## config.mk

```make
export PLATFORM = sky130hd
export DESIGN_NAME = wb_write_queue
export DESIGN_NICKNAME = d
export VERILOG_FILES = /design/src/rtl/wb_write_queue_pkg.sv /design/src/rtl/wb_queue_fifo.sv /design/src/rtl/wb_write_queue.sv
export SDC_FILE = /design/constraint.sdc
export NUM_CORES = 1
export LEC_CHECK = 0
export CORE_UTILIZATION = 40
export DETAILED_ROUTE_END_ITERATION = 8
export SETUP_SLACK_MARGIN = 0.5
export SYNTH_ARGS = -nofsm -noshare
export SYNTH_HDL_FRONTEND = slang
export SYNTH_HIERARCHICAL = 1
export SYNTH_SLANG_ARGS = --single-unit
```

## constraint.sdc

```tcl
create_clock -name clk -period 1.92 [get_ports clk]
set_input_delay 0.192 -clock clk [delete_from_list [all_inputs] [get_ports clk]]
set_output_delay 0.192 -clock clk [all_outputs]
set_load 0.01 [all_outputs]
```

## src/rtl/wb_write_queue_pkg.sv

```systemverilog
// rtl/wb_write_queue_pkg.sv - shared core widths and write-back queue defaults
package wb_write_queue_pkg;

    localparam int REG_BUS        = 16;
    localparam int REG_ADDR_BUS   = 4;
    localparam int WB_QUEUE_DEPTH = 4;

    localparam logic [REG_ADDR_BUS-1:0] REG_ZERO     = '0;
    localparam logic [REG_BUS-1:0]      ZERO_WORD    = '0;
    localparam logic                    WRITE_ENABLE = 1'b1;

    function automatic int count_width(input int depth);
        return $clog2(depth) + 1;
    endfunction

endpackage

```

## src/rtl/wb_queue_fifo.sv

```systemverilog
// rtl/wb_queue_fifo.sv - circular buffer of (valid, addr, data) entries with every slot exposed
module wb_queue_fifo
    import wb_write_queue_pkg::*;
#(
    parameter int DEPTH  = WB_QUEUE_DEPTH,
    parameter int DATA_W = REG_BUS,
    parameter int ADDR_W = REG_ADDR_BUS,
    parameter int PTR_W  = $clog2(DEPTH),
    parameter int CNT_W  = count_width(DEPTH)
) (
    input  logic                           clk,
    input  logic                           rst,
    input  logic                           push,
    input  logic [ADDR_W-1:0]              push_addr,
    input  logic [DATA_W-1:0]              push_data,
    input  logic                           pop,
    output logic                           full,
    output logic                           empty,
    output logic [CNT_W-1:0]               count,
    output logic [ADDR_W-1:0]              head_addr,
    output logic [DATA_W-1:0]              head_data,
    output logic [PTR_W-1:0]               rd_ptr,
    output logic [DEPTH-1:0]               slot_valid,
    output logic [DEPTH-1:0][ADDR_W-1:0]   slot_addr,
    output logic [DEPTH-1:0][DATA_W-1:0]   slot_data
);

    typedef struct packed {
        logic              valid;
        logic [ADDR_W-1:0] addr;
        logic [DATA_W-1:0] data;
    } entry_t;

    entry_t           mem [DEPTH];
    logic [PTR_W-1:0] wr_ptr;

    assign full      = (count == CNT_W'(DEPTH));
    assign empty     = (count == '0);
    assign head_addr = mem[rd_ptr].addr;
    assign head_data = mem[rd_ptr].data;

    always_comb begin
        slot_valid = '0;
        slot_addr  = '0;
        slot_data  = '0;
        for (int i = 0; i < DEPTH; i++) begin
            slot_valid[i] = mem[i].valid;
            slot_addr[i]  = mem[i].addr;
            slot_data[i]  = mem[i].data;
        end
    end

    // Callers never push when full or pop when empty, so both pointers never collide on one edge.
    always_ff @(posedge clk or negedge rst) begin
        if (!rst) begin
            wr_ptr <= '0;
            rd_ptr <= '0;
            count  <= '0;
            for (int i = 0; i < DEPTH; i++) mem[i] <= '0;
        end else begin
            if (push) begin
                mem[wr_ptr] <= '{valid: 1'b1, addr: push_addr, data: push_data};
                wr_ptr      <= wr_ptr + 1'b1;
            end
            if (pop) begin
                mem[rd_ptr].valid <= 1'b0;
                rd_ptr            <= rd_ptr + 1'b1;
            end
            count <= count + CNT_W'(push) - CNT_W'(pop);
        end
    end

endmodule

```

## src/rtl/wb_write_queue.sv

```systemverilog
// rtl/wb_write_queue.sv - in-order write-back queue to the register file; WB_QUEUE_FORWARD_EN adds forwarding
module wb_write_queue
    import wb_write_queue_pkg::*;
#(
    parameter int DEPTH  = WB_QUEUE_DEPTH,
    parameter int DATA_W = REG_BUS,
    parameter int ADDR_W = REG_ADDR_BUS
) (
    input  logic                      clk,
    input  logic                      rst,
    input  logic                      in_valid_i,
    output logic                      in_ready_o,
    input  logic [ADDR_W-1:0]         in_addr_i,
    input  logic [DATA_W-1:0]         in_data_i,
    input  logic                      hold_i,
    output logic                      wEnable_o,
    output logic [ADDR_W-1:0]         wAddr_o,
    output logic [DATA_W-1:0]         wData_o,
    output logic [(1<<ADDR_W)-1:0]    pending_o,
    input  logic [ADDR_W-1:0]         fwd_addr_i,
    output logic                      fwd_hit_o,
    output logic [DATA_W-1:0]         fwd_data_o,
    output logic [$clog2(DEPTH):0]    count_o
);

    localparam int PTR_W = $clog2(DEPTH);

    logic                         full;
    logic                         empty;
    logic                         push;
    logic                         pop;
    logic [ADDR_W-1:0]            head_addr;
    logic [DATA_W-1:0]            head_data;
    logic [PTR_W-1:0]             rd_ptr;
    logic [DEPTH-1:0]             slot_valid;
    logic [DEPTH-1:0][ADDR_W-1:0] slot_addr;
    logic [DEPTH-1:0][DATA_W-1:0] slot_data;

    assign in_ready_o = rst & ~full;
    // Writes to the zero register complete the handshake but never occupy a slot.
    assign push = in_valid_i & in_ready_o & (in_addr_i != ADDR_W'(REG_ZERO));
    assign pop  = ~hold_i & ~empty;

    wb_queue_fifo #(
        .DEPTH  (DEPTH),
        .DATA_W (DATA_W),
        .ADDR_W (ADDR_W)
    ) u_fifo (
        .clk        (clk),
        .rst        (rst),
        .push       (push),
        .push_addr  (in_addr_i),
        .push_data  (in_data_i),
        .pop        (pop),
        .full       (full),
        .empty      (empty),
        .count      (count_o),
        .head_addr  (head_addr),
        .head_data  (head_data),
        .rd_ptr     (rd_ptr),
        .slot_valid (slot_valid),
        .slot_addr  (slot_addr),
        .slot_data  (slot_data)
    );

    always_ff @(posedge clk or negedge rst) begin
        if (!rst) begin
            wEnable_o <= 1'b0;
            wAddr_o   <= '0;
            wData_o   <= DATA_W'(ZERO_WORD);
        end else if (pop) begin
            wEnable_o <= WRITE_ENABLE;
            wAddr_o   <= head_addr;
            wData_o   <= head_data;
        end else begin
            wEnable_o <= 1'b0;
        end
    end

    always_comb begin
        pending_o = '0;
        for (int i = 0; i < DEPTH; i++) begin
            if (slot_valid[i]) pending_o[slot_addr[i]] = 1'b1;
        end
        pending_o[0] = 1'b0;
    end

`ifdef WB_QUEUE_FORWARD_EN
    // Walk oldest to youngest so the last match, the youngest entry, wins.
    always_comb begin
        logic [PTR_W-1:0] idx;
        fwd_hit_o  = 1'b0;
        fwd_data_o = DATA_W'(ZERO_WORD);
        for (int k = 0; k < DEPTH; k++) begin
            idx = rd_ptr + PTR_W'(k);
            if (slot_valid[idx] && slot_addr[idx] == fwd_addr_i) begin
                fwd_hit_o  = 1'b1;
                fwd_data_o = slot_data[idx];
            end
        end
    end
`else
    logic unused_fwd;
    assign unused_fwd = ^{fwd_addr_i, rd_ptr, slot_data};
    assign fwd_hit_o  = 1'b0;
    assign fwd_data_o = DATA_W'(ZERO_WORD);
`endif

endmodule

```

# Word-level counts from Yosys, hierarchy flattened

Cells that the tools add are included.

Flip-flop bits (word level): 112
Bits of input ports: 28
Output and inout bits: 58

Add/sub/neg operators: 4
Order comparisons: 12
Equal/unequal tests: 1
Mux-type cells: 24
Bitwise gates (word level): 12
Reductions and logical operators: 8

Operators by type and width:

| operator                                             | count |
|---|---|
| bitwise mux 84 bit                                   | 2 |
| 2-to-1 mux 84 bit                                    | 2 |
| demux 21 bit (select 2 bit)                          | 2 |
| 2-to-1 mux 16 bit                                    | 4 |
| OR 16 bit                                            | 3 |
| binary-select mux 21 bit (select 2 bit)              | 1 |
| 2-to-1 mux 21 bit                                    | 2 |
| 2-to-1 mux 20 bit                                    | 2 |
| < comparator 4 x 5 -> 1 bit (second input constant)  | 4 |
| demux 1 bit (select 4 bit)                           | 4 |
| >= comparator 4 x 1 -> 1 bit (second input constant) | 4 |
| >= comparator 3 bit (second input constant)          | 2 |
| logical AND 1 bit                                    | 6 |
| < comparator 3 x 1 -> 1 bit (second input constant)  | 2 |
| inverter 2 -> 3 bit                                  | 2 |
| 2-to-1 mux 1 bit                                     | 5 |
| adder 2 x 1 -> 2 bit (second input constant)         | 2 |
| AND 1 bit                                            | 4 |
| nonzero test 4 bit                                   | 1 |
| adder 3 x 1 -> 3 bit                                 | 1 |
| == test 3 bit (second input constant)                | 1 |
| zero test 3 bit                                      | 1 |
| inverter 1 bit                                       | 3 |
| subtractor 3 x 1 -> 3 bit                            | 1 |

# Longest topological paths before layout

Depth after elaboration: 11
Depth in mapped cells: 9
Mapped depth without buffers: 8

# Hierarchy

The synthesis kept the hierarchy.

By module, submodules not included:

| module         | times used | cells an instance | area each (sq um) |
|---|---|---|---|
| wb_queue_fifo  | 1          | 246               | 4285.4 |
| wb_write_queue | 1          | 138               | 1428.9 |

# Least setup slack after synthesis

No wires, ideal clock.

Path kind: reg-to-reg
Start: register u_fifo.count[1]
End: register u_fifo.count[2]
Setup time: 123 ps
Arrival: 1879 ps
Path slack: -82 ps
Stages on the path, launching flop included: 10
Buffers on the path: 1
Period minus slack after synthesis: 2002 ps
Path through: dfrtp_1 -> nor3_1 -> nor2_1 -> buf_4 -> ha_1 -> inv_1 -> ha_1 -> inv_1 -> fa_1 -> xnor2_1

Elaborated cells between the ends (all ways): 10
Those cells by class: add/sub: 2; eq/ne: 1; bitwise: 6; reduce/logical: 1

RTL lines:

| what                      | line                 | RTL |
|---|---|---|
| from (decl)               | wb_queue_fifo.sv:19  | `output logic [CNT_W-1:0] count,` |
| from (signal assigned)    | wb_queue_fifo.sv:69  | `count <= count + CNT_W'(push) - CNT_W'(pop);` |
| zero test 3 bit           | wb_queue_fifo.sv:38  | `assign empty = (count == '0);` |
| named net empty           | wb_write_queue.sv:29 | `logic empty;` |
| inverter 1 bit            | wb_write_queue.sv:42 | `assign pop = ~hold_i & ~empty;` |
| AND 1 bit                 | wb_write_queue.sv:42 |  |
| named net pop             | wb_write_queue.sv:31 | `logic pop;` |
| subtractor 3 x 1 -> 3 bit | wb_queue_fifo.sv:69  |  |

The timed path passes the listed nets, and every way through them passes these cells.
A chain may end at the register's enable or synchronous reset.

==> flow_metrics.py <==
metrics = {
    "layout": {
        "nFillCells": 1146,
        "design_area_sq_mm": 0.00774,
        "nets": 536,
        "stdcell_count": 682,
        "antenna_cells": 0,
        "area_growth_pct": 35.4,
        "layout_common_cells": "mux2_4, dfrtp_1, buf_4",
        "layout-drive-gt1-share": 0.538,
        "final_util": 0.555,
    },
    "detailed_routing": {
        "drc_errors": 0,
        "drt_iter0_markers": 156,
        "wire_per_inst_microns": 20.2,
        "vias": 3683,
        "drtPass1Iterations": 4,
        "routed_via_density": 5.40,
        "wirelength_microns": 13800,
        "ant_nets": 0,
    },
    "hold_path": {
        "hold_path_class": "in -> async",
    },
    "placement": {
        "placed_area_sq_mm": 0.00663,
        "place_inst": 628,
        "port_buffers": 63,
        "gp_congestion": 0.852,
        "post-dp-hpwl_microns": 8000,
    },
    "timing": {
        "final-setup-viol-count": 0,
        "period_share": 0.951,
        "period_minus_slack_ns": 1.83,
        "worstMarginPinSlew_ns": 0.691,
        "whs_ns": -0.0124,
        "maxSlewViolCount": 0,
        "fin_skew_ns": 0.00786,
        "fin_tns_setup_ns": 0,
        "rsz0062_at_grt": "yes",
        "maxSlewHeadroom": 0.539,
        "max_freq_ghz": 0.548,
        "hold_viol_final": 7,
    },
    "flow_run": {
        "drv_cap": 0,
    },
    "yosys": {
        "synth.area.top_cells": "dfrtp_1, mux2_4, mux2_2, mux4_2, buf_4",
        "yosysTopAreaCellShare": 0.490,
        "yosys.area.top_type": "dfrtp_1",
        "synth-seq-cells": 112,
        "synth_cells": 384,
        "yosysSeqAreaShare": 0.490,
        "synth_area_sq_mm": 0.00571,
        "synth.avg_cell_area_sq_um": 14.9,
        "async_reset_ff_frac": 1.00,
        "yosysUniqueCellTypes": 37,
        "synth-edff-count": 0,
        "ys.warnings.count": 6,
        "synth_ff_type": "dfrtp_1",
    },
    "power": {
        "netSwitchingPower_mw": 4.22,
        "p_int_mw": 8.62,
        "p_seq_frac": 0.357,
        "peakVddDrop_mv": 0.870,
        "sw_frac_of_total": 0.329,
        "leakage_nw": 3.69,
        "power_frac_clock": 0.149,
        "powerDensity_mw_per_mm2": 1660,
        "p_comb_frac": 0.493,
    },
    "setup_path": {
        "crit_arrival_ns": 1.63,
        "crit_path_start_kind": "register",
        "timing_worst_setup_path_type": "reg -> out",
        "endpoint_kind": "output pin",
        "crit_fanout": 5,
        "r2r-start": "u_fifo/count[0]",
        "cp.required_ns": 1.73,
    },
    "floorplanning": {
        "ios": 86,
        "die_h_microns": 122,
        "die_x_microns": 122,
        "initial_utilization": 0.410,
        "row_count": 43,
        "core_sq_mm": 0.0139,
        "dieArea_sq_mm": 0.0148,
    },
    "global_routing": {
        "grt_util_all_layers": 0.188,
        "grt_pass1_vias": 3728,
        "grt_pass1_wl_microns": 20800,
        "antenna_found_initial": 0,
        "grt_max_degree": 61,
        "grt_overflow": 0,
    },
    "clock_tree": {
        "cts.path.max_buffers": 2,
        "cts.sinks": 112,
        "cts_root_buffer": "clkbuf_16",
        "worstSkewPairLatency_ns": 0.34,
        "cts_tree": "built",
        "ctsHoldBuffers": 0,
        "clkTransAtPathRegs_ns": 0.07,
        "htreeDepth": 3,
        "numCtsBuffers": 9,
    },
    "run_status": {
        "violations": "hold timing",
        "status": "finished with violations",
    },
}
[final timing paths]
path	end	slack, ns	cells past startpoint
max in group asynchronous	asynchronous set/reset pin	0.91	3
worst min register to register	wData_o[6]	0.51	1
worst max register to register	u_fifo/count[1]	0.11	8
worst min-delay path	wData_o[2]	-0.01	2
min in group clk	register	0.36	3
worst max-delay path	pending_o[8]	0.09	4
[synthesized netlist by cell type, types with 5 or more instances]
cell and instances:
nand2_1 10, mux4_2 18, mux2_4 60, buf_6 8
buf_4 21, a32oi_1 9, nor2b_1 5, dfrtp_1 112
o221ai_1 12, mux2_2 40, buf_2 5, inv_1 12
a21oi_1 8, ha_1 10, a22oi_1 6
[cell families (layout without fill, tap and decap cells)]
| family | Yosys count | count (layout) | share of synthesized area |
|---|---|---|---|
| simple gates | 48 | 48 | 0.0501 |
| flops | 112 | 112 | 0.490 |
| fa+ha+maj | 11 | 11 | 0.0254 |
| buf+inv | 48 | 149 | 0.0571 |
| xor+xnor | 4 | 4 | 0.00613 |
| compound gates | 40 | 40 | 0.0534 |
| other cells | 1 | 18 | 0.000656 |
| mux | 120 | 120 | 0.317 |
[power by group through the flow]
stage	Combinational, mW	Clock, mW	Sequential, mW
after CTS	5.73	1.95	4.49
after global placement	4.92	0	4.51
after detailed placement	5.02	0	4.56
after global routing	6.76	2.06	4.73
final	6.33	1.92	4.59
after floorplan	3.55	0	4.32
[through the flow]
stage | hold WS [ns] | power, mW | setup slack [ns]
floorplan | -0.104 | 7.87 | 0.0219
global placement | 0.378 | 9.42 | -0.299
detailed placement | 0.386 | 9.57 | -0.291
CTS | 0.0254 | 12.2 | 0.0776
global route | 0.0546 | 13.6 | 0.0381
finish | -0.0124 | 12.8 | 0.0950
[per-layer routing]
layer | part of all wire | wire length [microns] | vias up | global-route usage
met5 | 0 | 0 | - | 0
met4 | 0.0077 | 106 | 0 | 0.0502
met3 | 0.046 | 639 | 8 | 0.0357
met2 | 0.48 | 6690 | 120 | 0.290
met1 | 0.46 | 6360 | 1922 | 0.269
li1 | - | - | 1633 | -
[worst max-delay path: stages (launching register included)]
cell and delay [ns]:
dfrtp_1 0.43, and3b_1 0.34, a22oi_1 0.12, o311ai_1 0.11, clkdlybuf4s15_1 0.29
[cell type report]
type / instances / area, sq um / area share
clock inverters: 6 / 68.8 / 0.00890
inverters: 12 / 45.0 / 0.00582
multi-input cells: 241 / 3040 / 0.393
well taps: 180 / 225 / 0.0291
repair buffers: 121 / 1290 / 0.167
flip-flops and latches: 112 / 2820 / 0.365
clock buffers: 10 / 239 / 0.0309
[timing repair]
action                                  in CTS  in global routing
buffers inserted                            22                  9
cloned                                       5                  2
endpoints found under the setup margin     148                187
resized for setup                          149                 74
pin swaps                                   16                  7
(Power assumes the default switching activity.)
